==> src/rtl/csr_trap_ctrl_if.sv <==
// CSR access port between the trap controller (initiator) and the CSR file.
//   csr_raddr  : read address, driven by the initiator
//   csr_rdata  : combinational read data, returned by the CSR file in the same cycle
//   csr_w_addr : write address
//   csr_w_data : write data
//   csr_w_ena  : write enable; the CSR file commits on the next clk edge
interface csr_trap_ctrl_if #(
  parameter int XLEN = 64
);
  logic [11:0]     csr_raddr;
  logic [XLEN-1:0] csr_rdata;
  logic [11:0]     csr_w_addr;
  logic [XLEN-1:0] csr_w_data;
  logic            csr_w_ena;

  modport master (
    output csr_raddr,
    input  csr_rdata,
    output csr_w_addr,
    output csr_w_data,
    output csr_w_ena
  );

  modport slave (
    input  csr_raddr,
    output csr_rdata,
    input  csr_w_addr,
    input  csr_w_data,
    input  csr_w_ena
  );
endinterface

==> src/rtl/csr_trap_ctrl.sv <==
// Machine-mode trap / mret sequencer.
// On ecall, ebreak or an enabled external interrupt it writes mepc, mcause and
// mstatus one per cycle through the single CSR write port, then redirects the
// PC to mtvec. On mret it rewrites mstatus and redirects the PC to mepc.
// Ports:
//   clk, rst           clock, synchronous active-high reset
//   ecall_i/ebreak_i/mret_i  instruction retiring in ex this cycle
//   int_req_i          external interrupt request (level)
//   inst_addr_i        PC of the instruction in ex
//   snoop_w_*_i        ex CSR write port, watched to track mstatus.MIE / mie.MEIE
//   csr                CSR read/write port (master side)
//   hold_o             stall the pipeline and hand the CSR ports to this block
//   jump_o/jump_addr_o one-cycle PC redirect and its target
module csr_trap_ctrl #(
  parameter int XLEN         = 64,
  parameter int ECALL_CAUSE  = 11,
  parameter int EBREAK_CAUSE = 3,
  parameter int INT_CAUSE    = 11
) (
  input  logic            clk,
  input  logic            rst,
  input  logic            ecall_i,
  input  logic            ebreak_i,
  input  logic            mret_i,
  input  logic            int_req_i,
  input  logic [XLEN-1:0] inst_addr_i,
  input  logic            snoop_w_ena_i,
  input  logic [11:0]     snoop_w_addr_i,
  input  logic [XLEN-1:0] snoop_w_data_i,
  csr_trap_ctrl_if.master csr,
  output logic            hold_o,
  output logic            jump_o,
  output logic [XLEN-1:0] jump_addr_o
);

  localparam logic [11:0] CSR_MSTATUS = 12'h300;
  localparam logic [11:0] CSR_MIE     = 12'h304;
  localparam logic [11:0] CSR_MTVEC   = 12'h305;
  localparam logic [11:0] CSR_MEPC    = 12'h341;
  localparam logic [11:0] CSR_MCAUSE  = 12'h342;

  localparam logic [XLEN-1:0] CAUSE_ECALL  = XLEN'(ECALL_CAUSE);
  localparam logic [XLEN-1:0] CAUSE_EBREAK = XLEN'(EBREAK_CAUSE);
  localparam logic [XLEN-1:0] CAUSE_INT    = {1'b1, (XLEN-1)'(INT_CAUSE)};
  localparam logic [XLEN-1:0] ALIGN_MASK   = ~XLEN'(3);

  typedef enum logic [2:0] {
    S_IDLE,
    S_T_MEPC,
    S_T_MCAUSE,
    S_T_MSTATUS,
    S_T_JUMP,
    S_R_MSTATUS,
    S_R_JUMP
  } state_t;

  // Trap entry: MPIE <= MIE, MIE <= 0, MPP <= M.
  function automatic logic [XLEN-1:0] trap_mstatus(input logic [XLEN-1:0] cur);
    logic [XLEN-1:0] nxt;
    nxt         = cur;
    nxt[7]      = cur[3];
    nxt[3]      = 1'b0;
    nxt[12:11]  = 2'b11;
    return nxt;
  endfunction

  // Trap return: MIE <= MPIE, MPIE <= 1, MPP stays M (M-mode only core).
  function automatic logic [XLEN-1:0] mret_mstatus(input logic [XLEN-1:0] cur);
    logic [XLEN-1:0] nxt;
    nxt         = cur;
    nxt[3]      = cur[7];
    nxt[7]      = 1'b1;
    nxt[12:11]  = 2'b11;
    return nxt;
  endfunction

  state_t          r_state;
  state_t          w_next;
  logic [XLEN-1:0] r_pc;
  logic [XLEN-1:0] r_cause;
  logic            r_mstatus_mie;
  logic            r_mie_meie;

  logic            w_int_ok;
  logic            w_accept;
  logic [XLEN-1:0] w_cause;
  logic            w_hold;
  logic [11:0]     w_raddr;
  logic [11:0]     w_waddr;
  logic [XLEN-1:0] w_wdata;
  logic            w_wena;
  logic            w_jump;
  logic [XLEN-1:0] w_jaddr;
  logic            w_unused_snoop;

  assign w_int_ok       = int_req_i & r_mstatus_mie & r_mie_meie;
  assign w_unused_snoop = ^{snoop_w_data_i[XLEN-1:12], snoop_w_data_i[10:4],
                            snoop_w_data_i[2:0]};

  always_ff @(posedge clk) begin
    if (rst) begin
      r_state       <= S_IDLE;
      r_pc          <= '0;
      r_cause       <= '0;
      r_mstatus_mie <= 1'b0;
      r_mie_meie    <= 1'b0;
    end else begin
      r_state <= w_next;
      if (w_accept) begin
        r_pc    <= inst_addr_i;
        r_cause <= w_cause;
      end
      // Own mstatus writes and snooped ones never coincide (pipeline is held).
      if (w_wena && (w_waddr == CSR_MSTATUS)) begin
        r_mstatus_mie <= w_wdata[3];
      end else if (snoop_w_ena_i && (snoop_w_addr_i == CSR_MSTATUS)) begin
        r_mstatus_mie <= snoop_w_data_i[3];
      end
      if (snoop_w_ena_i && (snoop_w_addr_i == CSR_MIE)) begin
        r_mie_meie <= snoop_w_data_i[11];
      end
    end
  end

  always_comb begin
    w_next   = r_state;
    w_accept = 1'b0;
    w_cause  = '0;
    w_raddr  = '0;
    w_waddr  = '0;
    w_wdata  = '0;
    w_wena   = 1'b0;
    w_jump   = 1'b0;
    w_jaddr  = '0;
    unique case (r_state)
      S_IDLE: begin
        if (ecall_i) begin
          w_accept = 1'b1;
          w_cause  = CAUSE_ECALL;
          w_next   = S_T_MEPC;
        end else if (ebreak_i) begin
          w_accept = 1'b1;
          w_cause  = CAUSE_EBREAK;
          w_next   = S_T_MEPC;
        end else if (mret_i) begin
          w_accept = 1'b1;
          w_next   = S_R_MSTATUS;
        end else if (w_int_ok) begin
          w_accept = 1'b1;
          w_cause  = CAUSE_INT;
          w_next   = S_T_MEPC;
        end
      end
      S_T_MEPC: begin
        w_wena  = 1'b1;
        w_waddr = CSR_MEPC;
        w_wdata = r_pc & ALIGN_MASK;
        w_next  = S_T_MCAUSE;
      end
      S_T_MCAUSE: begin
        w_wena  = 1'b1;
        w_waddr = CSR_MCAUSE;
        w_wdata = r_cause;
        w_next  = S_T_MSTATUS;
      end
      S_T_MSTATUS: begin
        w_raddr = CSR_MSTATUS;
        w_wena  = 1'b1;
        w_waddr = CSR_MSTATUS;
        w_wdata = trap_mstatus(csr.csr_rdata);
        w_next  = S_T_JUMP;
      end
      S_T_JUMP: begin
        // Direct mode only: mtvec mode bits are dropped.
        w_raddr = CSR_MTVEC;
        w_jump  = 1'b1;
        w_jaddr = csr.csr_rdata & ALIGN_MASK;
        w_next  = S_IDLE;
      end
      S_R_MSTATUS: begin
        w_raddr = CSR_MSTATUS;
        w_wena  = 1'b1;
        w_waddr = CSR_MSTATUS;
        w_wdata = mret_mstatus(csr.csr_rdata);
        w_next  = S_R_JUMP;
      end
      S_R_JUMP: begin
        w_raddr = CSR_MEPC;
        w_jump  = 1'b1;
        w_jaddr = csr.csr_rdata;
        w_next  = S_IDLE;
      end
      default: w_next = S_IDLE;
    endcase
    // Reset is sampled at the edge, but outputs are squashed in the reset
    // cycle itself so an in-flight write cannot commit.
    if (rst) begin
      w_next   = S_IDLE;
      w_accept = 1'b0;
      w_raddr  = '0;
      w_waddr  = '0;
      w_wdata  = '0;
      w_wena   = 1'b0;
      w_jump   = 1'b0;
      w_jaddr  = '0;
    end
    w_hold = ~rst & ((r_state != S_IDLE) | w_accept);
  end

  assign csr.csr_raddr  = w_raddr;
  assign csr.csr_w_addr = w_waddr;
  assign csr.csr_w_data = w_wdata;
  assign csr.csr_w_ena  = w_wena;
  assign hold_o         = w_hold;
  assign jump_o         = w_jump;
  assign jump_addr_o    = w_jaddr;

endmodule

==> src/flat_wrapper.sv <==
// flat-port wrapper written by rule: the top's interface ports become plain ports
module csr_trap_ctrl_flat 
#(
  parameter int XLEN         = 64,
  parameter int ECALL_CAUSE  = 11,
  parameter int EBREAK_CAUSE = 3,
  parameter int INT_CAUSE    = 11
)
  (clk, rst, ecall_i, ebreak_i, mret_i, int_req_i, inst_addr_i, snoop_w_ena_i, snoop_w_addr_i, snoop_w_data_i, hold_o, jump_o, jump_addr_o, csr_csr_raddr, csr_csr_rdata, csr_csr_w_addr, csr_csr_w_data, csr_csr_w_ena);
  csr_trap_ctrl_if #(.XLEN(XLEN)) csr_i ();
  input  logic clk;
  input  logic rst;
  input  logic ecall_i;
  input  logic ebreak_i;
  input  logic mret_i;
  input  logic int_req_i;
  input  logic [XLEN-1:0] inst_addr_i;
  input  logic snoop_w_ena_i;
  input  logic [11:0] snoop_w_addr_i;
  input  logic [XLEN-1:0] snoop_w_data_i;
  output logic hold_o;
  output logic jump_o;
  output logic [XLEN-1:0] jump_addr_o;
  output wire logic [$bits(csr_i.csr_raddr)-1:0] csr_csr_raddr;
  input wire logic [$bits(csr_i.csr_rdata)-1:0] csr_csr_rdata;
  output wire logic [$bits(csr_i.csr_w_addr)-1:0] csr_csr_w_addr;
  output wire logic [$bits(csr_i.csr_w_data)-1:0] csr_csr_w_data;
  output wire logic [$bits(csr_i.csr_w_ena)-1:0] csr_csr_w_ena;
  assign csr_csr_raddr = csr_i.csr_raddr;
  assign csr_i.csr_rdata = csr_csr_rdata;
  assign csr_csr_w_addr = csr_i.csr_w_addr;
  assign csr_csr_w_data = csr_i.csr_w_data;
  assign csr_csr_w_ena = csr_i.csr_w_ena;
  csr_trap_ctrl #(.XLEN(XLEN), .ECALL_CAUSE(ECALL_CAUSE), .EBREAK_CAUSE(EBREAK_CAUSE), .INT_CAUSE(INT_CAUSE)) u_core (.clk(clk), .rst(rst), .ecall_i(ecall_i), .ebreak_i(ebreak_i), .mret_i(mret_i), .int_req_i(int_req_i), .inst_addr_i(inst_addr_i), .snoop_w_ena_i(snoop_w_ena_i), .snoop_w_addr_i(snoop_w_addr_i), .snoop_w_data_i(snoop_w_data_i), .csr(csr_i), .hold_o(hold_o), .jump_o(jump_o), .jump_addr_o(jump_addr_o));
endmodule
==> config.mk <==
export PLATFORM = sky130hd
export DESIGN_NAME = csr_trap_ctrl_flat
export DESIGN_NICKNAME = d
export VERILOG_FILES = /design/src/rtl/csr_trap_ctrl_if.sv /design/src/rtl/csr_trap_ctrl.sv /design/src/flat_wrapper.sv
export SDC_FILE = /design/constraint.sdc
export NUM_CORES = 1
export LEC_CHECK = 0
export ABC_AREA = 1
export BUFFER_PORTS_ARGS = -buffer_cell sky130_fd_sc_hd__buf_2
export CORE_AREA = 2 2 142 144
export CTS_BUF_LIST = sky130_fd_sc_hd__clkbuf_16
export CTS_CLUSTER_DIAMETER = 60
export DETAILED_ROUTE_END_ITERATION = 8
export DIE_AREA = 0 0 144 146
export PLACE_DENSITY_LB_ADDON = 0.3
export RECOVER_POWER = 50
export SYNTH_ARGS = -nofsm -noshare
export SYNTH_HDL_FRONTEND = slang
export SYNTH_SLANG_ARGS = --single-unit
==> constraint.sdc <==
create_clock -name clk -period 4.14 [get_ports clk]
set_input_delay 0.207 -clock clk [delete_from_list [all_inputs] [get_ports clk]]
set_output_delay 0.207 -clock clk [all_outputs]
set_load 0.1 [all_outputs]
==> summary.txt <==
Status
  • Status: finished with violations
  • Failing checks: capacitance limit, slew limit

GRT
  • Largest net degree at the start of global routing: 70
  • Total track usage: 13.8%
  • Initial antenna violation count: 0
  • Vias in the first global route: between 4000 and 5000
  • First-pass GRT wire length: 23200 um
  • Global route overflow: 0

STA
  • F_max: about 300 MHz
  • Fin. max-slew vios: a little over 60
  • Relative slew margins: -28.1%
  • Worst setup margin: ~0.84 ns
  • Finish-stage setup viols: 0
  • Worst Tran Pin Value: 1.92 ns
  • Fin crit share: 79.7%
  • Final Hold Fails: 0
  • Tmin final: between 3 and 4 ns
  • Setup repair after global routing missed its margin: no
  • Worst Skew: around 0.01 ns

Worst setup path
  • CP Class: in2out
  • Reg-to-reg critical path startpoint: u_core.r_state[0]$_SDFFE_PP0P_
  • CP startpoint: rst
  • Maximum fanout along the worst path: 35
  • CP Data Arrival Time: between 3 and 4 ns
  • Startpoint Class: input port
  • Worst Path Required: roughly 3.9 ns
  • CP endpoint kind: output pin

Layout
  • Area delta synth->final: 40.9%
  • Layout cell share with drive strength beyond 1: a little under a third
  • Commonest non-fill, non-tap cells in the layout: buf_2 (253), nand2_1 (147), nor2_1 (139), inv_1 (86), dfxtp_1 (70)
  • Most common cell after layout, fill and taps aside: buf_2
  • Fin util: between 30% and 40%
  • Antenna Cells: 0
  • Layout net count: 1136

Logic synthesis
  • Cell variety after synth: 24
  • Syn Std Cell Area: approximately 4200 um^2
  • Top-area cell type share of the netlist area: 33.4%
  • Ys Warns: 0
  • Cells after Synth: 674
  • Synth async-reset ratio: 0%
  • Sequential fraction of the synthesis area: 33.4%
  • Synthesis-stage register bit count: 70
  • Area contributors post-synth: dfxtp_1 (33%), nand2_1 (13%), nor2_1 (12%)
  • Prevailing post-synth register cell: dfxtp_1
  • Number of enable flip-flop cells after synthesis: 0
  • Mapped Avg Cell Area: 6.23 um^2
  • Largest area contributor in the netlist: dfxtp_1

Min path
  • Worst Hold Launch: inst_addr_i[53]
  • Min-delay worst type: in2reg

CTS
  • Cts bufs inserted: 9
  • Clk_lat worst skew: 0.33 ns
  • Clock buffer depth: 2
  • Number of setup buffers added after CTS: 0
  • CTS sink cnt: 70
  • Root buffer cell: clkbuf_16
  • CTS resizes: 0
  • CTS tree: built
  • CTS clk-pin slew, worst paths: 0.06 ns
  • CTS Hold Bufs: 0
  • Max H-tree Level: 3

Die
  • Starting density of the core: about 22%
  • Die Ht: about 150 um
  • Row cnt: 51
  • Die span in x: around 140 um
  • Die area: ~21000 um^2
  • CORE AREA: approximately 19000 um^2
  • I/O pin count: 366

Power and ir drop
  • Clk pwr share: between 20% and 30%
  • PwrDens: about 450 nW/um^2
  • Switching power of the nets: about 1200 uW
  • VDD IR max: between 0.1 and 0.15 mV
  • Seq pwr share: between 30% and 40%
  • Comb power frac: 40.2%
  • P_leak: about 0.0034 uW
  • Power Internal: around 1400 uW
  • Sw frac: 46.0%
  • Total power: ~2700 uW

Place
  • Port bufs: around 290
  • Final GP Congestion: approximately 0.73
  • Place WS: 1.28 ns
  • DP Wirelength: approximately 11000 um

Job
  • Max Cap Viol: 1

Routing
  • Wire per inst: 12.5 um
  • Via count: roughly 5000
  • DR iter-0 viols: 210
  • Via density: around 4.2
  • Post-DRT Antenna Nets: 0
  • Drt pass-1 iters: 4
  • Final Routed Wirelength: 15000 um
  • DRC: 0
## per-stage QoR
step	hold slack (ns)	instances	cell area (um^2)	TNS, ns
finish	0.0627	1195	5910	0
global route	0.0549	1195	5910	0
CTS	0.0452	1195	5970	0
detailed placement	0.406	1179	5680	0
global placement	0.402	1179	5680	0
floorplan	0.317	687	4250	-0.310
## routing by layer
metal  track usage (%)  routed length [um]  vias to the layer above
li1                  -                   -                     2597
met1              16.1                6470                     2168
met2              24.8                7310                      190
met3              3.98                1080                        8
met4              3.14                 130                        0
met5                 0                   0                        -
## synth_stat cells, types with 2 or more instances
cell,n
dfxtp_1,70
a22oi_1,57
nand2_2,3
buf_6,6
buf_1,7
nor3_1,7
o21ai_0,7
nand3_1,69
nand2_1,146
nor2_4,2
buf_2,19
inv_2,4
o22ai_1,2
nor2_1,138
nand4_1,3
nand3b_1,2
clkbuf_1,15
inv_1,82
buf_4,19
a21oi_1,12
## kinds of logic (layout without fill, tap and decap cells)
kind of cell    Yosys count  in the layout  share of synthesized area [%]
flops                    70             70                           33.4
buf+inv                 152            395                           16.9
simple gates            371            371                           36.5
other cells               1             14                         0.0894
compound gates           80             80                           13.1
## worst max-delay path, cell delays in order
cell,delay [ns]
clkbuf_1,0.42
inv_1,1.01
nand3_1,0.35
inv_1,0.20
clkbuf_1,0.88
## flip-flops by register name (all words and copies together) (netlist names)
| name | flops |
|---|---|
| u_core.r_state | 3 |
| u_core.r_mstatus_mie | 1 |
| u_core.r_mie_meie | 1 |
| u_core.r_pc | 62 |
| u_core.r_cause | 3 |
## layout make-up
| cell class | count | area [um^2] |
|---|---|---|
| well taps | 265 | 332 |
| inverters | 86 | 323 |
| repair buffers | 293 | 1440 |
| clock buffers | 9 | 225 |
| clock inverters | 7 | 66.3 |
| fillers | 2233 | 13400 |
| flip-flops and latches | 70 | 1400 |
| multi-input cells | 465 | 2130 |
## power by group through the flow
| stage | clock, uW | sequential, uW | combinational, uW |
|---|---|---|---|
| after floorplan | 0 | 825 | 913 |
| after CTS | 792 | 842 | 1090 |
| final | 758 | 840 | 1070 |
| after global routing | 819 | 852 | 1160 |
| after detailed placement | 0 | 855 | 1090 |
| after global placement | 0 | 855 | 1080 |
## path summary, 6_finish.rpt
kind                                   to  slack [ns]  cells past startpoint
min reg2reg  u_core.r_pc[12]$_SDFFE_PP0P_        0.45                      2
max                     csr_csr_w_addr[9]        0.84                      5
max reg2reg  u_core.r_pc[25]$_SDFFE_PP0P_        1.27                      7
min          u_core.r_pc[53]$_SDFFE_PP0P_        0.06                      3
(Power assumes the default switching activity.)
